### src/rtl/gfx_pattern_gen.sv
// Raster test-pattern generator: streams one frame of pixel beats per start request
// over a valid/ready interface, in solid, colour-bar, checker or gradient mode.
module gfx_pattern_gen #(
  parameter int unsigned H_VISIBLE   = 640,
  parameter int unsigned V_VISIBLE   = 480,
  parameter int unsigned H_WIDTH     = 12,
  parameter int unsigned V_WIDTH     = 12,
  parameter int unsigned COLOR_WIDTH = 4,
  parameter int unsigned BAR_WIDTH   = 80,
  parameter int unsigned CHECK_SHIFT = 5
) (
  input  logic                       clk,
  input  logic                       rst_n,
  input  logic                       start,
  input  logic [1:0]                 mode,
  input  logic [3*COLOR_WIDTH-1:0]   fg_color,
  output logic                       m_gfx_valid,
  input  logic                       m_gfx_ready,
  output logic [H_WIDTH-1:0]         m_gfx_x,
  output logic [V_WIDTH-1:0]         m_gfx_y,
  output logic [3*COLOR_WIDTH-1:0]   m_gfx_color,
  output logic                       busy,
  output logic                       done,
  output logic [COLOR_WIDTH-1:0]     frame_cnt
);

  localparam int unsigned CW  = COLOR_WIDTH;
  localparam int unsigned PW  = 3 * COLOR_WIDTH;
  localparam int unsigned BCW = (BAR_WIDTH > 1) ? $clog2(BAR_WIDTH) : 1;

  localparam logic [H_WIDTH-1:0] X_LAST   = H_WIDTH'(H_VISIBLE - 1);
  localparam logic [V_WIDTH-1:0] Y_LAST   = V_WIDTH'(V_VISIBLE - 1);
  localparam logic [BCW-1:0]     BAR_LAST = BCW'(BAR_WIDTH - 1);

  typedef enum logic [1:0] {S_IDLE, S_RUN, S_DONE} state_t;

  state_t               r_state;
  logic [1:0]           r_mode;
  logic [PW-1:0]        r_fg;
  logic [H_WIDTH-1:0]   r_x;
  logic [V_WIDTH-1:0]   r_y;
  logic [BCW-1:0]       r_bar_cnt;
  logic [2:0]           r_bar_idx;
  logic                 r_valid;
  logic                 r_busy;
  logic                 r_done;
  logic [CW-1:0]        r_frame_cnt;

  logic                 w_accept;
  logic                 w_x_last;
  logic                 w_y_last;
  logic                 w_check;
  logic [PW-1:0]        w_color;

  assign w_accept = r_valid && m_gfx_ready;
  assign w_x_last = (r_x == X_LAST);
  assign w_y_last = (r_y == Y_LAST);
  assign w_check  = r_x[CHECK_SHIFT] ^ r_y[CHECK_SHIFT];

  // Frame sequencing and raster walk; bar index tracks columns without a divider.
  always_ff @(posedge clk or negedge rst_n) begin
    if (!rst_n) begin
      r_state     <= S_IDLE;
      r_mode      <= 2'd0;
      r_fg        <= '0;
      r_x         <= '0;
      r_y         <= '0;
      r_bar_cnt   <= '0;
      r_bar_idx   <= 3'd0;
      r_valid     <= 1'b0;
      r_busy      <= 1'b0;
      r_done      <= 1'b0;
      r_frame_cnt <= '0;
    end else begin
      case (r_state)
        S_IDLE: begin
          r_done <= 1'b0;
          if (start) begin
            r_state   <= S_RUN;
            r_mode    <= mode;
            r_fg      <= fg_color;
            r_x       <= '0;
            r_y       <= '0;
            r_bar_cnt <= '0;
            r_bar_idx <= 3'd0;
            r_valid   <= 1'b1;
            r_busy    <= 1'b1;
          end
        end
        S_RUN: begin
          if (w_accept) begin
            if (w_x_last) begin
              r_x       <= '0;
              r_bar_cnt <= '0;
              r_bar_idx <= 3'd0;
              if (w_y_last) begin
                r_y         <= '0;
                r_valid     <= 1'b0;
                r_done      <= 1'b1;
                r_frame_cnt <= r_frame_cnt + CW'(1);
                r_state     <= S_DONE;
              end else begin
                r_y <= r_y + V_WIDTH'(1);
              end
            end else begin
              r_x <= r_x + H_WIDTH'(1);
              if (r_bar_cnt == BAR_LAST) begin
                r_bar_cnt <= '0;
                r_bar_idx <= r_bar_idx + 3'd1;
              end else begin
                r_bar_cnt <= r_bar_cnt + BCW'(1);
              end
            end
          end
        end
        S_DONE: begin
          r_done  <= 1'b0;
          r_busy  <= 1'b0;
          r_state <= S_IDLE;
        end
        default: begin
          r_state <= S_IDLE;
        end
      endcase
    end
  end

  // Pixel colour is a pure function of the current coordinate and latched frame state.
  always_comb begin
    w_color = '0;
    case (r_mode)
      2'd0: w_color = r_fg;
      2'd1: w_color = {{CW{r_bar_idx[2]}}, {CW{r_bar_idx[1]}}, {CW{r_bar_idx[0]}}};
      2'd2: w_color = w_check ? r_fg : '0;
      2'd3: w_color = {CW'(r_x[CW-1:0] + r_frame_cnt), r_y[CW-1:0], r_frame_cnt};
      default: w_color = '0;
    endcase
  end

  assign m_gfx_valid = r_valid;
  assign m_gfx_x     = r_x;
  assign m_gfx_y     = r_y;
  assign m_gfx_color = w_color;
  assign busy        = r_busy;
  assign done        = r_done;
  assign frame_cnt   = r_frame_cnt;

endmodule

### config.mk
export PLATFORM = sky130hd
export DESIGN_NAME = gfx_pattern_gen
export DESIGN_NICKNAME = d
export VERILOG_FILES = /design/src/rtl/gfx_pattern_gen.sv
export SDC_FILE = /design/constraint.sdc
export NUM_CORES = 1
export LEC_CHECK = 0
export BUFFER_PORTS_ARGS = -buffer_cell sky130_fd_sc_hd__buf_2
export CAP_MARGIN = 20
export CORE_MARGIN = 2
export CORE_UTILIZATION = 50
export CTS_CLUSTER_DIAMETER = 60
export DETAILED_ROUTE_END_ITERATION = 16
export MAX_ROUTING_LAYER = met4
export PLACE_DENSITY = 0.84
export RECOVER_POWER = 100
export SLEW_MARGIN = 20
export SYNTH_ARGS = -nofsm -noshare
export SYNTH_HDL_FRONTEND = slang
export SYNTH_SLANG_ARGS = --single-unit
### constraint.sdc
create_clock -name clk -period 2 [get_ports clk]
set_input_delay 0.3 -clock clk [delete_from_list [all_inputs] [get_ports clk]]
set_output_delay 0.3 -clock clk [all_outputs]
set_load 0.005 [all_outputs]
Word-level counts from Yosys, hierarchy flattened
Index checks and enable logic that the tools add are counted.
{"block": "word_totals", "in_bits": 18, "register_bits": 57, "wordCells": 82}
{"block": "classes", "n_addsub": 6, "n_reduce_logical": 16, "n_bitwise": 1, "n_eq_ne": 13, "n_mux": 35}
{"op": "12-bit 2-to-1 mux", "n": 7}
{"op": "12-bit one-hot mux with 2 select lines", "n": 2}
{"op": "12-bit one-hot mux with 4 select lines", "n": 1}
{"op": "7-bit 2-to-1 mux", "n": 4}
{"op": "12-bit by 1-bit adder with 12-bit output, second input constant", "n": 2}
{"op": "4-bit AND reduction", "n": 5}
{"op": "7-bit one-hot mux with 2 select lines", "n": 1}
{"op": "12-bit by 10-bit equality test with 1-bit output, second input constant", "n": 1}
{"op": "12-bit by 9-bit equality test with 1-bit output, second input constant", "n": 1}
{"op": "3-bit 2-to-1 mux", "n": 4}
{"op": "2-bit 2-to-1 mux", "n": 4}
{"op": "2-bit != test, second input constant", "n": 4}
{"op": "7-bit by 1-bit adder with 7-bit output, second input constant", "n": 1}
{"op": "7-bit equality test, second input constant", "n": 1}
{"op": "1-bit 2-to-1 mux", "n": 7}
{"op": "2-bit equality test, second input constant", "n": 3}
{"op": "1-bit one-hot mux with 2 select lines", "n": 3}
{"op": "3-bit one-hot mux with 2 select lines", "n": 1}
{"op": "2-bit nonzero test", "n": 3}
{"op": "5-bit AND reduction", "n": 1}
{"op": "4-bit by 1-bit adder with 4-bit output, second input constant", "n": 1}
{"op": "4-bit adder", "n": 1}
{"op": "2-bit by 1-bit equality test with 1-bit output, second input constant", "n": 2}
{"op": "2-bit zero test", "n": 2}
{"op": "other kinds (8)", "n": 9}

Depth between registers and ports, before layout
{"block": "logic_depth", "depth_word": 5, "depth_mapped": 7}

Least setup slack after synthesis
OpenSTA, ideal clock, no wires.
{"block": "synth_timing", "path_kind": "reg-to-reg", "startpoint": "reg r_y[5], in the netlist m_gfx_y[5]", "endpoint": "reg r_y[5], in the netlist m_gfx_y[5]", "stages_incl_launch_ff": 7, "arrival_time_ps": 2033, "t_required_ps": 1874, "setup_time_ps": 126, "path_slack_ps": -159, "path_cell_list": "dfrtp_1 > buf_6 > or4b_4 > o41a_1 > o21a_1 > buf_6 > a221o_1"}
{"block": "synth_between", "elab_chain_len": 5, "word_cells_on_any_way": 6}
{"item": "start: declaration", "line_no": "41", "rtl": "logic [V_WIDTH-1:0] r_y;"}
{"item": "start signal: assignment", "line_no": "103", "rtl": "r_y <= r_y + V_WIDTH'(1);"}
{"item": "12-bit by 1-bit adder with 12-bit output or 12-bit by 9-bit equality test with 1-bit output (tied branches)", "line_no": "103, 57"}
{"item": "12-bit 2-to-1 mux (*)", "line_no": "96", "rtl": "if (w_y_last) begin"}
{"item": "12-bit 2-to-1 mux (*)", "line_no": "92", "rtl": "if (w_x_last) begin"}
{"item": "12-bit 2-to-1 mux (*)", "line_no": "91", "rtl": "if (w_accept) begin"}
{"item": "12-bit one-hot mux with 2 select lines (*)", "line_no": "75", "rtl": "case (r_state)"}
Mark *: on every way between the ends. The rest lies on a longest branch, timed or not. The select of a mux whose other input is x is not followed.
A chain may end at the register's enable or synchronous reset.

Final worst setup path
{"block": "layout_timing", "startpoint": "reg r_frame_cnt[1], in the netlist frame_cnt[1]", "endpoint": "out m_gfx_color[11]"}
{"block": "layout_between", "elab_chain_len": 2}
{"item": "start: declaration", "line_no": "47", "rtl": "logic [CW-1:0] r_frame_cnt;"}
{"item": "start signal: assignment", "line_no": "100", "rtl": "r_frame_cnt <= r_frame_cnt + CW'(1);"}
{"item": "4-bit adder", "line_no": "135", "rtl": "2'd3: w_color = {CW'(r_x[CW-1:0] + r_frame_cnt), r_y[CW-1:0], r_frame_cnt};"}
{"item": "12-bit one-hot mux with 4 select lines", "line_no": "131", "rtl": "case (r_mode)"}
{"item": "end: declaration", "line_no": "21", "rtl": "output logic [3*COLOR_WIDTH-1:0] m_gfx_color,"}
No other way between the ends.

==> flow_metrics.py <==
metrics = {
    "detailed_routing": {
        "drt-met1-wl_um": 3790,
        "drt-pass1-iter-count": 4,
        "drc": 0,
        "wl_met2_um": 4750,
        "routed_wirelength_um": 9320,
        "drt-wirelength-per-cell_um": 18.0,
        "dr_total_vias": 3150,
        "wl_met3_um": 593,
        "first_iter_violations": 216,
        "viasPerCell": 6.09,
        "ant_nets": 0,
        "top_layer_used": "met4",
    },
    "clock_tree": {
        "cts_made_buffers": 9,
        "cts_tree": "built",
        "ctsRootBufferMaster": "clkbuf_8",
        "clk_pin_slew_ps": 70,
        "clkSinkCount": 57,
        "htree_num_levels": 3,
        "clock_latency_ps": 340,
        "cts_buffer_depth": 2,
    },
    "die": {
        "ios": 61,
        "die_y_um": 84.3,
        "start_util": 0.513,
        "die_area_mm2": 0.00710,
        "row_count": 29,
        "core-area_mm2": 0.00628,
        "die_w_um": 84.3,
    },
    "critical_path": {
        "setup.worst_path.start": "frame_cnt[1]$_DFFE_PN0P_",
        "slowest_stage": "dfrtp_2",
        "reg2reg_setup_slack_ps": -40,
        "endpoint_kind": "primary output",
        "worstPathArrival_ps": 1840,
        "cp_cell_sequence": "ha_4 -> a21o_1 -> a21oi_2 -> xnor2_1 -> o21ai_1 -> buf_2",
        "critPathMaxStageDelay_ps": 480,
        "cp_max_fo": 6,
        "critPathCapture": "m_gfx_color[11]",
        "reg2reg_from": "m_gfx_y[11]$_DFFE_PN0P_",
        "worstSetupPathType": "flop to primary output",
        "r2r-end": "m_gfx_y[3]$_DFFE_PN0P_",
        "cp.required_ps": 1700,
        "ff2ff_path_depth": 4,
        "start_kind": "flop",
    },
    "logic_synthesis": {
        "synth_top_area_share": 0.443,
        "yosysMostFrequentCell": "dfrtp_1",
        "synth_area_leaders": "dfrtp_1 44%, mux2_2 5.6%, nand2_1 5.1%",
        "synth_cells": 326,
        "synth-edff-count": 0,
        "synth-main-ff-cell": "dfrtp_1",
        "netlist_top_cells_count": "57 x dfrtp_1, 44 x nand2_1, 18 x a21oi_1",
        "synth_largest_area_cell": "dfrtp_1",
        "syn_avg_cell_area_um2": 9.89,
        "synth_area_mm2": 0.00322,
        "synth_cell_types": 53,
        "synth_fp_nets": 353,
        "yosysWarnings": 0,
        "yosysSeqAreaShare": 0.443,
        "synthArstFlopShare": 1.00,
        "ys_ff_latch": 57,
    },
    "timing": {
        "layout_min_cycle_time_ps": 2140,
        "clock_skew_ps": 8.75,
        "grt_setup_unrepaired": "true",
        "setup_viol": 6,
        "slew_violations": 0,
        "fmax_mhz": 468,
        "finalCritPeriodShare": 1.07,
        "tightestPinTransition_ps": 1300,
        "slew_headroom": 0.135,
        "hold_viol_final": 0,
        "worst_slack_ps": -135,
        "hold_ws_ps": 189,
    },
    "power": {
        "leakage_nw": 1.97,
        "p_per_area_mw_per_mm2": 776,
        "ir_drop_mv": 0.773,
    },
    "cells_and_area": {
        "fillCellCount": 469,
        "finalInstanceArea_mm2": 0.00419,
        "fin_cells": 517,
        "syn_to_final_growth_pct": 29.9,
        "drive_gt1_frac": 0.368,
        "n_antenna_cell": 0,
        "nNetsFinal": 462,
    },
    "hold_path": {
        "hold_path.class": "primary input to flop",
    },
    "placed_design": {
        "placed_area_mm2": 0.00388,
        "place_hpwl_um": 6080,
        "dpl_worst_slack_ps": -88.6,
        "port_buffers": 60,
        "gp_congestion": 0.905,
        "dp_cells": 491,
    },
    "global_route": {
        "grt_use_total": 0.261,
        "grt_pass1_vias": 2955,
        "grt_first_pass_wirelength_um": 14400,
        "grt_max_degree": 58,
        "grt-ovfl-total": 0,
        "antenna_found_initial": 0,
    },
    "status": {
        "violations": "negative setup slack",
        "run_status": "finished with violations",
    },
    "job": {
        "drv_cap": 0,
    },
}
-- layer usage --
metal,vias to the layer above,global-route usage
li1,1457,-
met1,1536,0.323
met2,134,0.428
met3,23,0.0551
met4,0,0.0865
met5,-,-
-- critical path, delay by kind of cell, from the launching register on --
family	cells	cell delay [ps]
buffers and inverters	1	150
DFF	1	480
AOI/OAI and AO/OA	3	510
adders and majority gates	1	260
xor gates and xnor gates	1	90
-- logic make-up after synthesis --
logic type                 after synthesis  synth area share
AOI/OAI and AO/OA                       89             0.201
xor gates and xnor gates                 8            0.0217
adders and majority gates                9            0.0373
buffers and inverters                   23            0.0404
DFF                                     57             0.443
muxes                                   16            0.0559
and+or+nand+nor                        124             0.201
-- layout by cell type (no fill, tap or decap), drive strengths merged, types with 6 or more instances in the layout --
master  synthesis  routed
a21oi          18      19
a22o           16      16
buf             5      91
clkbuf         11      31
dfrtp          57      57
ha              8       8
inv             7       7
mux2           16      16
nand2          44      44
nand2b          7       7
nand3          17      17
nand4           6       6
nor2           12      12
nor3            9       9
o21ai          17      17
o31ai           6       6
xnor2           8       8
-- layout make-up --
type | count | area [um2] | share of cell area
repair buffers | 112 | 649 | 0.155
inverters | 7 | 26.3 | 0.00628
clock inverters | 5 | 30.0 | 0.00717
multi-input cells | 248 | 1800 | 0.430
well taps | 77 | 96.3 | 0.0230
clock buffers | 11 | 151 | 0.0362
flip-flops and latches | 57 | 1430 | 0.342
-- where the power goes --
part | leakage (nW) | total, W | internal (W) | switching (W)
Sequential | 0.717 | 0.00144 | 0.00129 | 0.000143
Clock | 0.0911 | 0.000984 | 0.000509 | 0.000475
Combinational | 1.16 | 0.000828 | 0.000398 | 0.000430
Total | 1.97 | 0.00325 | 0.00220 | 0.00105
-- worst min path at each step --
| stage | from | endpoint | slack, ps | depth (start not counted) |
|---|---|---|---|---|
| 3_3_place_gp | rst_n | r_bar_cnt[6]$_DFFE_PN0P_ | 320 | 2 |
| 2_1_floorplan | rst_n | busy$_DFFE_PN0P_ | 4 | 0 |
| 5_1_grt | fg_color[5] | r_fg[5]$_DFFE_PN0P_ | 180 | 2 |
| 6_report | fg_color[7] | r_fg[7]$_DFFE_PN0P_ | 190 | 2 |
| 4_1_cts | fg_color[11] | r_fg[11]$_DFFE_PN0P_ | 190 | 2 |
| 3_5_place_dp | rst_n | r_bar_cnt[6]$_DFFE_PN0P_ | 320 | 2 |
-- stage by stage --
step           TNS, ps  total power, W  utilization
2_1_floorplan     -254         0.00181            -
3_5_place_dp      -823         0.00217        0.618
3_3_place_gp     -63.6         0.00213        0.618
4_1_cts           -219         0.00321        0.659
5_1_grt           -799         0.00340        0.667
6_report          -360         0.00325        0.667
-- what timing repair did --
action | 4_1_cts | 5_1_grt
cloned | 0 | 2
buffers inserted | 3 | 4
endpoints found under the setup margin | 20 | 33
pin swaps | 8 | 8
hold endpoints to repair | 57 | 0
hold buffers | 1 | 0
resized for setup | 11 | 18
-- state kept, by name, indices dropped and copies added (netlist names), 2 cells and up --
| register | flops |
|---|---|
| r_bar_idx | 3 |
| m_gfx_x | 12 |
| r_bar_cnt | 7 |
| r_state | 2 |
| m_gfx_y | 12 |
| r_fg | 12 |
| frame_cnt | 4 |
| r_mode | 2 |
Power figures use the tool's default switching activity.
